**config.mk**
```make
export PLATFORM = sky130hd
export DESIGN_NAME = mac_dot_accumulator
export DESIGN_NICKNAME = d
export VERILOG_FILES = /design/src/rtl/mac_dot_accumulator.sv
export SDC_FILE = /design/constraint.sdc
export NUM_CORES = 1
export LEC_CHECK = 0
export BUFFER_PORTS_ARGS = -buffer_cell sky130_fd_sc_hd__buf_4
export CORE_ASPECT_RATIO = 0.9
export CORE_UTILIZATION = 30
export CTS_CLUSTER_SIZE = 14
export DETAILED_ROUTE_END_ITERATION = 7
export PLACE_DENSITY = 0.6
export SYNTH_ARGS = -nofsm -noshare
export SYNTH_HDL_FRONTEND = slang
export SYNTH_SLANG_ARGS = --single-unit
```
**constraint.sdc**
```tcl
create_clock -name clk -period 4.6 [get_ports clk]
set_clock_uncertainty 0.1 [all_clocks]
set_input_delay 0.46 -clock clk [delete_from_list [all_inputs] [get_ports clk]]
set_output_delay 0.46 -clock clk [all_outputs]
set_load 0.02 [all_outputs]
```
**src/rtl/mac_dot_accumulator.sv**
```systemverilog
// Sums LEN consecutive MAC products into one dot product behind valid/ready handshakes.
// Optional synchronous clear port enabled by defining MAC_ACC_CLEAR_EN.
module mac_dot_accumulator #(
  parameter int SIZE  = 3,
  parameter int LEN   = 8,
  parameter int ACC_W = 2*SIZE + $clog2(LEN+1)
) (
  input  logic                       clk,
  input  logic                       reset,
`ifdef MAC_ACC_CLEAR_EN
  input  logic                       clear,
`endif
  input  logic                       in_valid,
  output logic                       in_ready,
  input  logic [2*SIZE-1:0]          in_data,
  output logic                       out_valid,
  input  logic                       out_ready,
  output logic [ACC_W-1:0]           out_sum,
  output logic [$clog2(LEN+1)-1:0]   beat_cnt
);

  localparam int CNT_W = $clog2(LEN+1);

  if (LEN < 1) begin : g_len_check
    $error("mac_dot_accumulator: LEN must be >= 1");
  end

  typedef enum logic {ST_ACCUM, ST_HOLD} state_e;

  state_e             state_q, state_d;
  logic [ACC_W-1:0]   acc_q, acc_d;
  logic [ACC_W-1:0]   sum_q, sum_d;
  logic [CNT_W-1:0]   cnt_q, cnt_d;
  logic               valid_q, valid_d;
  logic               clr;
  logic [ACC_W-1:0]   acc_plus;

`ifdef MAC_ACC_CLEAR_EN
  assign clr = clear;
`else
  assign clr = 1'b0;
`endif

  assign acc_plus  = acc_q + ACC_W'(in_data);
  assign in_ready  = (state_q == ST_ACCUM) && !clr;
  assign out_valid = valid_q;
  assign out_sum   = sum_q;
  assign beat_cnt  = cnt_q;

  always_comb begin
    state_d = state_q;
    acc_d   = acc_q;
    sum_d   = sum_q;
    cnt_d   = cnt_q;
    valid_d = valid_q;
    if (clr) begin
      // clear outranks both a beat and an output handshake; out_sum is kept
      state_d = ST_ACCUM;
      acc_d   = '0;
      cnt_d   = '0;
      valid_d = 1'b0;
    end else begin
      case (state_q)
        ST_ACCUM: begin
          if (in_valid) begin
            if (cnt_q == CNT_W'(LEN-1)) begin
              sum_d   = acc_plus;
              valid_d = 1'b1;
              acc_d   = '0;
              cnt_d   = '0;
              state_d = ST_HOLD;
            end else begin
              acc_d = acc_plus;
              cnt_d = cnt_q + 1'b1;
            end
          end
        end
        ST_HOLD: begin
          if (out_ready) begin
            valid_d = 1'b0;
            state_d = ST_ACCUM;
          end
        end
        default: state_d = ST_ACCUM;
      endcase
    end
  end

  always_ff @(posedge clk) begin
    if (reset) begin
      state_q <= ST_ACCUM;
      acc_q   <= '0;
      sum_q   <= '0;
      cnt_q   <= '0;
      valid_q <= 1'b0;
    end else begin
      state_q <= state_d;
      acc_q   <= acc_d;
      sum_q   <= sum_d;
      cnt_q   <= cnt_d;
      valid_q <= valid_d;
    end
  end

endmodule

```
==> Yosys cells after proc, flatten, opt, wreduce, memory -nomap -nowiden <==
Cells that the tools add are included.
{ "op_classes": {"n_addsub": 2, "eq_ne": 4, "mux": 10, "n_bitwise": 1, "n_reduce_logical": 3} }
{ "ops": {"columns": ["op", "count"], "rows": [
  ["$add A10 B6 Y10", 1],
  ["$mux W10", 1],
  ["$mux W1", 6],
  ["$reduce_and A3 Y1", 2],
  ["$add A4 B1 Y4 const B", 1],
  ["$eq A4 B3 Y1 const B", 1],
  ["$mux W4", 1],
  ["$ne A2 B2 Y1 const B", 2],
  ["$pmux W1 S2", 2],
  ["$ne A2 B1 Y1 const B", 1],
  ["$reduce_and A2 Y1", 1],
  ["$not A1 Y1", 1]
]} }
{ "totals": {"ff_bits": 26, "inputBits": 10, "output_inout_bits": 16} }

==> Logic depth before layout (Yosys ltp) <==
Gate-level depths: netlist of run 1.
{ "depth": {"depth_word": 4, "mapped_depth": 8} }

==> Worst setup path before layout of run 1 <==
OpenSTA, ideal clock, no wires.
{ "synth_timing": {"path_type": "input port to flip-flop", "from": "in in_data[0]", "to": "reg acc_q[8]", "t_arrival_ns": 2.041, "required_time_ns": 4.438, "path_slack_ns": 2.397, "cell_stages": 8, "path_buffers": 0, "cell_sequence": "ha_1 -> inv_1 -> fa_1 -> nor2b_4 -> o31a_1 -> o311ai_2 -> or4_1 -> nand3_1"} }
{ "synth_between": {"elab_chain_cells": 2} }
{ "synth_rtl": {"columns": ["item", "line_no", "rtl"], "rows": [
  ["start, declared", "15", "input logic [2*SIZE-1:0] in_data,"],
  ["$add A10 B6 Y10", "44", "assign acc_plus = acc_q + ACC_W'(in_data);"],
  ["$mux W10", "66", "if (cnt_q == CNT_W'(LEN-1)) begin"],
  ["end signal, assigned", "92", "acc_q <= '0;"],
  ["end signal, assigned", "98", "acc_q <= acc_d;"],
  ["end, declared", "31", "logic [ACC_W-1:0] acc_q, acc_d;"]
]} }
No other way between the ends.
A chain may end at the register's enable or synchronous reset.

==> Final worst setup path of run 1 <==
{ "layout_timing": {"from": "reg acc_q[0]", "to": "reg acc_q[8]"} }
{ "layout_between": {"elab_chain_cells": 2} }
{ "layout_rtl": {"columns": ["item", "line_no"], "rows": [
  ["$add A10 B6 Y10", "44"],
  ["$mux W10", "66"]
]} }
No other way between the ends.

==> impl_results.rst, run 1 <==
.. list-table::
   :header-rows: 1

   * - Metric
     - Value
   * - Area share of and/or/nand/nor cells after synthesis
     - between 10% and 20%
   * - Reg-to-reg setup timing slack
     - 2370 ps
   * - Synthesized netlist net count
     - 164
   * - Vias in the first global route
     - 1,100
   * - Average vias per placed instance
     - 5.33
   * - Sequential group share of total power
     - 50.4%
   * - Source of the worst register-to-register timing path
     - acc_q[0]
   * - Cell depth of the worst flop-to-flop path
     - 8
   * - Number of placement rows
     - 22
   * - Detail Route Antenna Nets
     - 0
   * - Startpoint types
     - flip-flop
   * - Syn. warnings
     - 0
   * - Number of placed I/O pins
     - 26
   * - Cell chosen for the clock root
     - sky130_fd_sc_hd__clkbuf_8
   * - Crit Path Max Fanout
     - 4
   * - Placed wire-length estimate
     - between 2 and 2.5 mm
   * - Endpoint type of the worst setup path
     - flip-flop
   * - Cell Int Power
     - ~0.35 mW
   * - Slew Limit Headroom
     - 33.0%
   * - TritonCTS Buffers
     - 3
   * - End of the worst register-to-register path
     - acc_q[8]
   * - Maximum root-to-sink buffer count
     - 2
   * - Cell taking the most area after synthesis
     - sky130_fd_sc_hd__dfxtp_1
   * - Top achievable clock speed
     - roughly 450 MHz
   * - Critical path class
     - reg2reg
   * - Share of synthesized area occupied by flip-flops and latches
     - 40.7%
   * - Hold_buf cts
     - 0
   * - Routed wirelength normalized by instance count
     - 14.3 um
   * - Post-detailed-route DRC marker count
     - 0
   * - Main combinational cell family by area after synthesis
     - compound AO/OA/AOI/OAI gates
   * - Logic pwr share
     - 17.7%
   * - Max-cap violations
     - 0
   * - Global-route wire length before repair
     - 4.98 mm
   * - Unrepaired setup endpoints after global routing
     - false
   * - Final wirelength
     - 3.11 mm
   * - Switch share
     - a little over a quarter
   * - Arrival time worst endpoint
     - approximately 2400 ps
   * - Initial antenna violation count
     - 0
   * - Total number of H-tree levels
     - 1
   * - Async set-reset flop share out of synthesis
     - 0%
   * - Share of cell area taken by muxes after synthesis
     - 0%
   * - Final TNS setup
     - 0 ps
   * - Leakage Power
     - ~0.65 nW
   * - Net load switching power
     - 0.126 mW
   * - Pin count of the biggest net entering global routing
     - 18
   * - Cell depth of the worst hold path
     - 2
   * - Power Dens Cells
     - just over 300 nW/um^2
   * - Most instantiated cells after synthesis
     - 26 x sky130_fd_sc_hd__dfxtp_1, 16 x sky130_fd_sc_hd__nand2_1, 11 x sky130_fd_sc_hd__a21oi_1, 11 x sky130_fd_sc_hd__nor2_1, 9 x sky130_fd_sc_hd__o21ai_0
   * - Largest cells by area after synthesis
     - sky130_fd_sc_hd__dfxtp_1 41%, sky130_fd_sc_hd__ha_1 6.8%, sky130_fd_sc_hd__nand2_1 4.7%
   * - Fill cell count
     - 415
   * - Setup violations, final
     - 0
   * - Dominant cell by count in the synthesized netlist
     - sky130_fd_sc_hd__dfxtp_1
   * - Peak supply drop
     - 0.107 mV
   * - Clock latency on the worst-skew pair
     - roughly 270 ps
   * - Post-route minimum period
     - 2230 ps
   * - Synthesis-to-finish area growth
     - 21.8%
   * - Total setup buffers inserted after CTS
     - 0
   * - Worst Min Path Start
     - out_ready
   * - CTS tree
     - done
   * - CP Data Required Time
     - ~4700 ps
   * - Post-synthesis share of cell area spent on full adders, half adders and majority gates
     - 8.41%
   * - Total global-route track usage
     - 14.1%
   * - Outcome
     - finished, final reports clean
   * - Ys flop type
     - sky130_fd_sc_hd__dfxtp_1
   * - Cells resized by post-CTS repair
     - 0
   * - Final cycle utilization of the critical path
     - 48.5%
   * - Number of antenna cells inserted
     - 0
   * - Clock power share
     - 31.9%
   * - Number of iterations in the first detailed-routing pass
     - 6
   * - Final-report hold violation count
     - 0
   * - Compound-cell area share of the yosys netlist
     - 23.5%
   * - Worst hold-check path type
     - in2reg
   * - Post-synth EDFFs
     - 0
   * - Final RePlAce weighted congestion
     - 0.811
   * - Starting Density
     - 31.4%
   * - Synthesized netlist cell count
     - 146
   * - Global route overflow
     - 0
   * - Least-Margin Pin Slew
     - 998 ps
   * - Fraction of final layout cells sized beyond drive strength 1
     - 18.9%
   * - Count of different cell masters after synthesis
     - 36
   * - Full die area
     - 4530 um^2
   * - X dimension of the die
     - 70.9 um
   * - # clock sinks
     - 26
   * - Register clock-pin slew on the reported worst setup and hold paths
     - 90 ps
   * - Total number of nets in the final design
     - 188
   * - Parity-gate share of the synthesized area counting xor and xnor cells
     - under 10%
   * - Dpl cell area
     - 1500 um^2
   * - Vias after detailed routing
     - 1,157
   * - Top cell type's share of synthesized area
     - 40.7%
   * - Endpoint of the worst hold-timing path
     - state_q
   * - DIE HEIGHT
     - 64.0 um
   * - Number of pins exceeding their max-slew limit in the final report
     - 0
   * - Mean area per synthesized cell
     - 8.77 um^2
   * - DRT iter0 DRCs
     - 63
   * - IO Port Bufs
     - 25
   * - Core ar.
     - 4070 um^2
   * - Cell area after technology mapping
     - ~1300 um^2
   * - Cell area after layout
     - 1560 um^2
   * - End-of-flow core utilization
     - between 30% and 40%
   * - Seq cells post-synth
     - 26
[worst max path at each step]
stage	start	end	slack [ps]	depth (start not counted)
3_3_place_gp	in_data[0]	out_sum[6]	2220	9
2_1_floorplan	in_data[0]	acc_q[8]	2400	8
4_1_cts	acc_q[0]	acc_q[8]	2380	8
3_5_place_dp	in_data[0]	out_sum[6]	2190	9
6_report	acc_q[0]	acc_q[8]	2370	8
5_1_grt	acc_q[0]	acc_q[8]	2300	8
[registers in the layout (all words and copies together), names as in the netlist]
| signal | flops |
|---|---|
| out_sum | 10 |
| out_valid | 1 |
| acc_q | 10 |
| state_q | 1 |
| beat_cnt | 4 |
[layout by cell type (no fill, tap or decap), types with 2 or more instances in the layout]
cell	count
sky130_fd_sc_hd__dfxtp_1	26
sky130_fd_sc_hd__buf_4	25
sky130_fd_sc_hd__nand2_1	16
sky130_fd_sc_hd__nor2_1	11
sky130_fd_sc_hd__a21oi_1	11
sky130_fd_sc_hd__o21ai_0	9
sky130_fd_sc_hd__nand3_1	7
sky130_fd_sc_hd__ha_1	7
sky130_fd_sc_hd__a22o_1	6
sky130_fd_sc_hd__inv_1	5
sky130_fd_sc_hd__xnor2_1	5
sky130_fd_sc_hd__clkbuf_8	4
sky130_fd_sc_hd__o21a_1	3
sky130_fd_sc_hd__xor2_1	3
sky130_fd_sc_hd__a21o_1	2
sky130_fd_sc_hd__nand3b_1	2
sky130_fd_sc_hd__nor3_1	2
sky130_fd_sc_hd__o31a_1	2
sky130_fd_sc_hd__nand4_1	2
sky130_fd_sc_hd__and3_1	2
sky130_fd_sc_hd__o31ai_1	2
sky130_fd_sc_hd__or3_1	2
sky130_fd_sc_hd__a22oi_1	2
[stage by stage]
| step | setup WS (ps) | power (mW) | std cells | hold WS (ps) |
|---|---|---|---|---|
| global placement | 2220 | 0.324 | 213 | 337 |
| finish | 2370 | 0.472 | 217 | 271 |
| global route | 2300 | 0.500 | 217 | 264 |
| CTS | 2380 | 0.477 | 217 | 265 |
| detailed placement | 2190 | 0.326 | 213 | 345 |
| floorplan | 2400 | 0.304 | 146 | 336 |
[per-layer routing]
metal	track usage (%)	wire length (um)	vias up
met2	25.2	1470	30
met5	0	0	-
met1	16.4	1460	547
met4	7.50	68	0
li1	-	-	575
met3	1.58	119	5
[logic make-up after synthesis]
group	count (synthesis)
AO/OA/AOI/OAI	44
XOR/XNOR	8
adder cells (fa/ha/maj)	8
buffers and inverters	11
flip-flops	26
AND/OR/NAND/NOR	49
[layout make-up]
cell class / instances / area [um^2] / area share (%)
well taps: 48 / 60.1 / 3.85
multi-input cells: 109 / 717 / 46.0
inverters: 5 / 18.8 / 1.20
flip-flops and latches: 26 / 520 / 33.4
clock buffers: 4 / 55.1 / 3.53
repair buffers: 25 / 188 / 12.0
[power groups by stage]
stage	logic, mW	registers, mW	clock network [mW]
2_1_floorplan	0.0604	0.244	0
3_3_place_gp	0.0812	0.243	0
3_5_place_dp	0.0830	0.243	0
4_1_cts	0.0838	0.238	0.155
5_1_grt	0.0925	0.239	0.168
6_report	0.0837	0.238	0.150
[critical path, cell delays in order (launching register included)]
cell and delay [ps]:
sky130_fd_sc_hd__dfxtp_1 350, sky130_fd_sc_hd__ha_1 170, sky130_fd_sc_hd__inv_1 60, sky130_fd_sc_hd__fa_1 430
sky130_fd_sc_hd__nor2b_4 140, sky130_fd_sc_hd__o31a_1 220, sky130_fd_sc_hd__o311ai_2 130, sky130_fd_sc_hd__or4_1 490
sky130_fd_sc_hd__nand3_1 90
No activity file was read; power rests on OpenSTA's default activity.
==> run 2, diff against run 1 <==
ABC_AREA = 1   (was not set)
PLACE_DENSITY = 0.61   (was 0.6)
clock period = 1.9 ns   (was 4.6 ns; I/O delays follow)
==> run 2 against run 1 <==
Net effect:
- fmax up 28%
- cell area up 7.3%
- critical path depth down 1
- cell count up 26%
- total power rose to 2.7 times the previous value
- die area up 3.8%
- via count up 4.4%
- wire length down 2.1%
- first-iteration DRC count up 54%
- sequential share of layout area down 2.3 points
- non-clock buffer count up 3
- register-to-register slack worse by 2200 ps
==> impl_results.rst, run 2 <==
.. list-table::
   :header-rows: 1

   * - Metric
     - Value
   * - CTS tree
     - done
   * - Power Dens Cells
     - 756 nW/um^2
   * - # clock sinks
     - 26
   * - Max-cap violations
     - 0
   * - Starting Density
     - 32.0%
   * - Top cell type's share of synthesized area
     - 39.1%
   * - Final wirelength
     - 3.05 mm
   * - Cell area after technology mapping
     - 1330 um^2
   * - Number of logic stages on the critical path including buffering
     - 7
   * - Synthesis-to-finish area growth
     - 25.8%
   * - Vias after detailed routing
     - 1,208
   * - DRT iter0 DRCs
     - 97
   * - Count of different cell masters after synthesis
     - 29
   * - Buffers & Inverters on Critical Path
     - 1
   * - Startpoint types
     - flip-flop
   * - Pin count of the biggest net entering global routing
     - 18
   * - Arrival time worst endpoint
     - 1810 ps
   * - Dpl cell area
     - 1590 um^2
   * - Area used by sequential logic in the layout
     - 520 um^2
   * - X dimension of the die
     - 72.2 um
   * - Worst hold-check path type
     - in2reg
   * - Fraction of final layout cells sized beyond drive strength 1
     - 20.2%
   * - Cell depth of the worst flop-to-flop path
     - 7
   * - Post-detailed-route DRC marker count
     - 0
   * - Routed wirelength normalized by instance count
     - 11.2 um
   * - CP Data Required Time
     - between 1500 and 2000 ps
   * - Cell taking the most area after synthesis
     - sky130_fd_sc_hd__dfxtp_1
   * - Cell area after layout
     - roughly 1700 um^2
   * - Largest cells by area after synthesis
     - sky130_fd_sc_hd__dfxtp_1 39%, sky130_fd_sc_hd__nand2_1 16%, sky130_fd_sc_hd__nand3_1 7.9%
   * - Setup violations, final
     - 0
   * - Dominant cell by count in the synthesized netlist
     - sky130_fd_sc_hd__nand2_1
   * - Master of the slowest instance on the critical path
     - sky130_fd_sc_hd__fa_2
   * - Global routing met2 resource utilization
     - 19.5%
   * - Met3 Use GR
     - ~3.2%
   * - Async set-reset flop share out of synthesis
     - 0%
   * - GR Util met1
     - about a fifth
   * - IO Port Bufs
     - 25
   * - Final RePlAce weighted congestion
     - 0.827
   * - Gr busiest metal
     - met1
   * - Share of synthesized area occupied by flip-flops and latches
     - 39.1%
   * - Core ar.
     - 4160 um^2
   * - Most common cell after layout, fill and taps aside
     - sky130_fd_sc_hd__nand2_1
   * - Mean area per synthesized cell
     - 7.19 um^2
   * - Critical path's largest stage delay
     - 360 ps
   * - Design Power
     - 1.27 mW
   * - Peak supply drop
     - 0.333 mV
   * - Unrepaired setup endpoints after global routing
     - false
   * - Average vias per placed instance
     - 4.42
   * - Number of iterations in the first detailed-routing pass
     - 4
   * - Dominant delay contributor by cell family on the critical path
     - adder cells
   * - Synthesized netlist cell count
     - 185
   * - Highest-count cells in the layout ignoring fill and taps
     - 57 x sky130_fd_sc_hd__nand2_1, 27 x sky130_fd_sc_hd__buf_4, 26 x sky130_fd_sc_hd__dfxtp_1, 21 x sky130_fd_sc_hd__nand3_1, 17 x sky130_fd_sc_hd__inv_1
   * - Total number of nets in the final design
     - ~230
   * - Crit Path Max Fanout
     - 3
   * - Post-synth EDFFs
     - 0
   * - Clock latency on the worst-skew pair
     - 280 ps
   * - Number of pins exceeding their max-slew limit in the final report
     - 0
   * - Total number of H-tree levels
     - 1
   * - Syn. warnings
     - 0
   * - Fill cell count
     - 451
   * - Detail Route Antenna Nets
     - 0
   * - Initial antenna violation count
     - 0
   * - TritonCTS Buffers
     - 3
   * - Footprint of the multi-input gates
     - 703 um^2
   * - Top achievable clock speed
     - 574 MHz
   * - Endpoint type of the worst setup path
     - flip-flop
   * - Number of placed I/O pins
     - 26
   * - Final cycle utilization of the critical path
     - 91.7%
   * - Register clock-pin slew on the reported worst setup and hold paths
     - 90 ps
   * - Cell chosen for the clock root
     - sky130_fd_sc_hd__clkbuf_8
   * - End of the worst register-to-register path
     - acc_q[4]
   * - Global-route wire length before repair
     - 4.86 mm
   * - Final-report hold violation count
     - 0
   * - Source of the worst register-to-register timing path
     - acc_q[0]
   * - Maximum root-to-sink buffer count
     - 2
   * - Final cell count without fillers
     - ~270
   * - Leakage Power
     - just under 0.8 nW
   * - Outcome
     - finished, final reports clean
   * - Reg-to-reg setup timing slack
     - ~160 ps
   * - DIE HEIGHT
     - 65.2 um
   * - Global route overflow
     - 0
   * - Post-route minimum period
     - 1740 ps
   * - Vias in the first global route
     - 1,046
   * - Number of antenna cells inserted
     - 0
   * - Critical path class
     - reg2reg
   * - Critical-path cell list
     - ha_2, inv_1, fa_2, o21ai_2, xnor2_1, nand2b_1, a21oi_2
   * - Critical path origin
     - acc_q[0]
   * - Least-Margin Pin Slew
     - 306 ps
   * - Slew Limit Headroom
     - 79.5%
   * - Ys flop type
     - sky130_fd_sc_hd__dfxtp_1
   * - Total global-route track usage
     - 13.5%
   * - Full die area
     - approximately 4700 um^2
   * - Final TNS setup
     - 0 ps
   * - Seq cells post-synth
     - 26
   * - Placed wire-length estimate
     - 2.34 mm
   * - Synthesized netlist net count
     - 203
   * - Total setup buffers inserted after CTS
     - 0
   * - Number of placed instances with taps included
     - 268
   * - Most instantiated cells after synthesis
     - 57 x sky130_fd_sc_hd__nand2_1, 26 x sky130_fd_sc_hd__dfxtp_1, 21 x sky130_fd_sc_hd__nand3_1
   * - Number of placement rows
     - 22
   * - Capturing instance or port of the critical path
     - acc_q[4]
   * - End-of-flow core utilization
     - 40.2%
## run 2: cell types whose count changed after synthesis, moves of 3 or more
cell	delta
sky130_fd_sc_hd__a21oi_1	+3
sky130_fd_sc_hd__a22o_1	-4
sky130_fd_sc_hd__clkbuf_1	-4
sky130_fd_sc_hd__inv_1	+12
sky130_fd_sc_hd__inv_2	+6
sky130_fd_sc_hd__nand2_1	+41
sky130_fd_sc_hd__nand3_1	+14
sky130_fd_sc_hd__nor2_1	-3
sky130_fd_sc_hd__o21a_1	-3
sky130_fd_sc_hd__o21ai_0	-7
sky130_fd_sc_hd__xnor2_1	-3
## run 2: cell families (layout without fill, tap and decap cells)
| group | count (synthesis) | after routing | share of synthesized area, % |
|---|---|---|---|
| AND/OR/NAND/NOR | 94 | 94 | 31.0 |
| flip-flops | 26 | 26 | 39.1 |
| AO/OA/AOI/OAI | 26 | 26 | 11.4 |
| adder cells (fa/ha/maj) | 8 | 8 | 8.09 |
| buffers and inverters | 28 | 56 | 8.37 |
| XOR/XNOR | 3 | 3 | 1.98 |
## run 2: per-stage QoR
step	setup slack, ps	hold WS (ps)
after global routing	34.1	144
after floorplan	218	193
after CTS	50.4	133
after detailed placement	57.3	296
after global placement	119	291
final	158	133
## run 2: timing repair
action,in CTS,in global routing
hold buffers,1,0
endpoints found under the setup margin,0,5
endpoints found under the hold margin,1,0
gates resized for setup,0,2
## run 2: layout make-up
class	count	area share (%)
tap	60	4.49
clock inverter	1	1.80
sequential	26	31.1
multi-input combinational	131	42.0
inverter	24	5.39
clock buffer	3	2.47
timing repair buffer	28	12.7
## run 2: worst min path at each step
stage               from       end  cells after the start
2_1_floorplan  out_ready   state_q                      1
3_3_place_gp   out_ready   state_q                      2
3_5_place_dp   out_ready   state_q                      2
4_1_cts            reset  acc_q[4]                      2
5_1_grt            reset  acc_q[4]                      2
6_report           reset  acc_q[4]                      2
## run 2: power breakdown
group	internal, mW	switching [mW]	total [mW]
sequential	0.564	0.0144	0.579
clock	0.282	0.184	0.466
combinational	0.0885	0.132	0.221
## run 2: metal layers
layer  share of wire (%)  vias to the layer above
li1                    -                      650
met1                  52                      523
met2                  42                       30
met3                 5.2                        5
met4                 1.0                        0
met5                   0                        -
==> run 3, diff against run 2 <==
CORE_UTILIZATION = 48   (was 30)
PLACE_DENSITY = 0.85   (was 0.61)
==> run 3 against run 2 <==
Net effect:
- the run now ends with design-rule violations left
- sequential share of layout area increased by 1.2 points
- combinational power is essentially flat
- cell count down 12%
- clock-buffer cell count did not move
- flip-flop and latch count unchanged
- non-clock buffer count is the same
- sequential power about the same
- global-route usage up 7.0 points
- setup slack improved by 22 ps
- clock power is 20% lower
- critical path depth is the same
- die area fell by 37%
- largest cell class unchanged
==> impl_results.rst, run 3 (same netlist as run 2, synthesis figures left out) <==
.. list-table::
   :header-rows: 1

   * - Metric
     - Value
   * - Critical path's largest stage delay
     - 360 ps
   * - Cell chosen for the clock root
     - sky130_fd_sc_hd__clkbuf_4
   * - CTS tree
     - done
   * - Final RePlAce weighted congestion
     - about 0.89
   * - Total global-route track usage
     - about a fifth
   * - IO Port Bufs
     - 25
   * - TritonCTS Buffers
     - 3
   * - Starting Density
     - 52.5%
   * - Critical-path cell list
     - ha_2, inv_1, fa_2, o21ai_2, xnor2_1, nand2b_1, a21oi_2
   * - Final wirelength
     - 2.85 mm
   * - Post-route minimum period
     - between 1500 and 2000 ps
   * - Design Power
     - approximately 1.2 mW
   * - Maximum root-to-sink buffer count
     - 2
   * - Endpoint type of the worst setup path
     - flip-flop
   * - Outcome
     - finished with violations
   * - Arrival time worst endpoint
     - between 1500 and 2000 ps
   * - Fill cell count
     - 229
   * - Total number of nets in the final design
     - 232
   * - DRT iter0 DRCs
     - between 60 and 70
   * - Master of the slowest instance on the critical path
     - sky130_fd_sc_hd__fa_2
   * - Total setup buffers inserted after CTS
     - 0
   * - Final cycle utilization of the critical path
     - 90.5%
   * - Number of placed I/O pins
     - 26
   * - Full die area
     - 2990 um^2
   * - Peak supply drop
     - 0.544 mV
   * - Core ar.
     - 2530 um^2
   * - Number of placement rows
     - 17
   * - CP Data Required Time
     - 2020 ps
   * - Top achievable clock speed
     - 581 MHz
   * - Slew Limit Headroom
     - 74.6%
   * - X dimension of the die
     - 57.5 um
   * - Fraction of final layout cells sized beyond drive strength 1
     - 20.7%
   * - DIE HEIGHT
     - 51.9 um
   * - Max-cap violations
     - 0
   * - Total number of H-tree levels
     - 1
   * - Crit Path Max Fanout
     - 3
   * - Post-detailed-route DRC marker count
     - 2
   * - Worst hold-check path type
     - in2reg
   * - Dominant delay contributor by cell family on the critical path
     - adder cells
   * - Critical path class
     - reg2reg
   * - Initial antenna violation count
     - 0
   * - Clock latency on the worst-skew pair
     - around 320 ps
   * - Highest-count cells in the layout ignoring fill and taps
     - 57 x sky130_fd_sc_hd__nand2_1, 27 x sky130_fd_sc_hd__buf_4, 25 x sky130_fd_sc_hd__dfxtp_1, 21 x sky130_fd_sc_hd__nand3_1, 17 x sky130_fd_sc_hd__inv_1
   * - Final TNS setup
     - 0 ps
   * - Pin count of the biggest net entering global routing
     - 18
   * - Synthesis-to-finish area growth
     - 21.4%
   * - Buffers & Inverters on Critical Path
     - 1
   * - Most common cell after layout, fill and taps aside
     - sky130_fd_sc_hd__nand2_1
   * - Register clock-pin slew on the reported worst setup and hold paths
     - ~140 ps
   * - Final-report hold violation count
     - 0
   * - # clock sinks
     - 26
   * - Least-Margin Pin Slew
     - 379 ps
   * - Detail Route Antenna Nets
     - 0
   * - Vias in the first global route
     - 1,088
   * - Startpoint types
     - flip-flop
   * - Power Dens Cells
     - 727 nW/um^2
   * - Global-route wire length before repair
     - 4.73 mm
   * - Global route overflow
     - 0
   * - Unrepaired setup endpoints after global routing
     - false
   * - Vias after detailed routing
     - 1,258
   * - Number of pins exceeding their max-slew limit in the final report
     - 0
   * - Number of iterations in the first detailed-routing pass
     - 6
   * - Average vias per placed instance
     - 5.22
   * - Leakage Power
     - 0.769 nW
   * - Placed wire-length estimate
     - 2.12 mm
   * - Number of antenna cells inserted
     - 0
   * - Setup violations, final
     - 0
   * - Routed wirelength normalized by instance count
     - 11.8 um
   * - Violated checks
     - design-rule violations
==> run 3: cell count changes in the layout (fill, tap and decap cells not counted) <==
| cell | previous run | this run |
|---|---|---|
| sky130_fd_sc_hd__clkbuf_8 | 3 | 0 |
| sky130_fd_sc_hd__clkbuf_4 | 0 | 3 |
| sky130_fd_sc_hd__dfxtp_1 | 26 | 25 |
| sky130_fd_sc_hd__dfxtp_2 | 0 | 1 |
==> run 3: cell type report <==
type                            instances  area, um^2  share of cell area [%]
Clock inverter                          1        30.0                    1.86
Inverter                               24        90.1                    5.58
Clock buffer                            3        22.5                    1.39
Timing Repair Buffer                   28         213                    13.2
Multi-Input combinational cell        131         703                    43.5
Sequential cell                        26         522                    32.3
Tap cell                               28        35.0                    2.17
==> run 3: path summary, 6_finish.rpt <==
check / startpoint / end / slack [ps] / depth (start not counted)
setup / recovery: acc_q[0] / acc_q[4] / 180 / 7
setup reg to reg: acc_q[0] / acc_q[4] / 180 / 7
hold / removal: reset / acc_q[4] / 80 / 2
hold reg to reg: out_sum[7] / out_sum[7] / 360 / 2
==> run 3: stage by stage <==
stage                     instance area [um^2]  utilization, %  hold WS [ps]  std cells  worst slack (ps)
after CTS                                 1610            63.6          72.1        241              39.8
final                                     1620            63.8          83.1        241               180
after floorplan                           1330               -           193        185               218
after detailed placement                  1550            61.1           295        236              95.6
after global placement                    1550            61.1           293        236               160
after global routing                      1620            63.8          73.2        241              41.9
==> run 3: report_power, final <==
part | switching (mW) | internal [mW]
registers | 0.0148 | 0.565
clock network | 0.159 | 0.213
logic | 0.132 | 0.0886
==> run 3: per-layer routing <==
layer / vias to the layer above / global-route usage (%) / share of wire, %
met5: - / 0 / 0
met4: 0 / 5.69 / 1.4
met3: 6 / 5.22 / 6.4
met2: 37 / 31.0 / 42
met1: 554 / 28.8 / 50
li1: 661 / - / -
==> run 3: timing repair <==
action,4_1_cts,5_1_grt
endpoints found under the hold margin,1,0
setup endpoints to repair,0,5
resized for setup,0,3
hold buffers,1,0
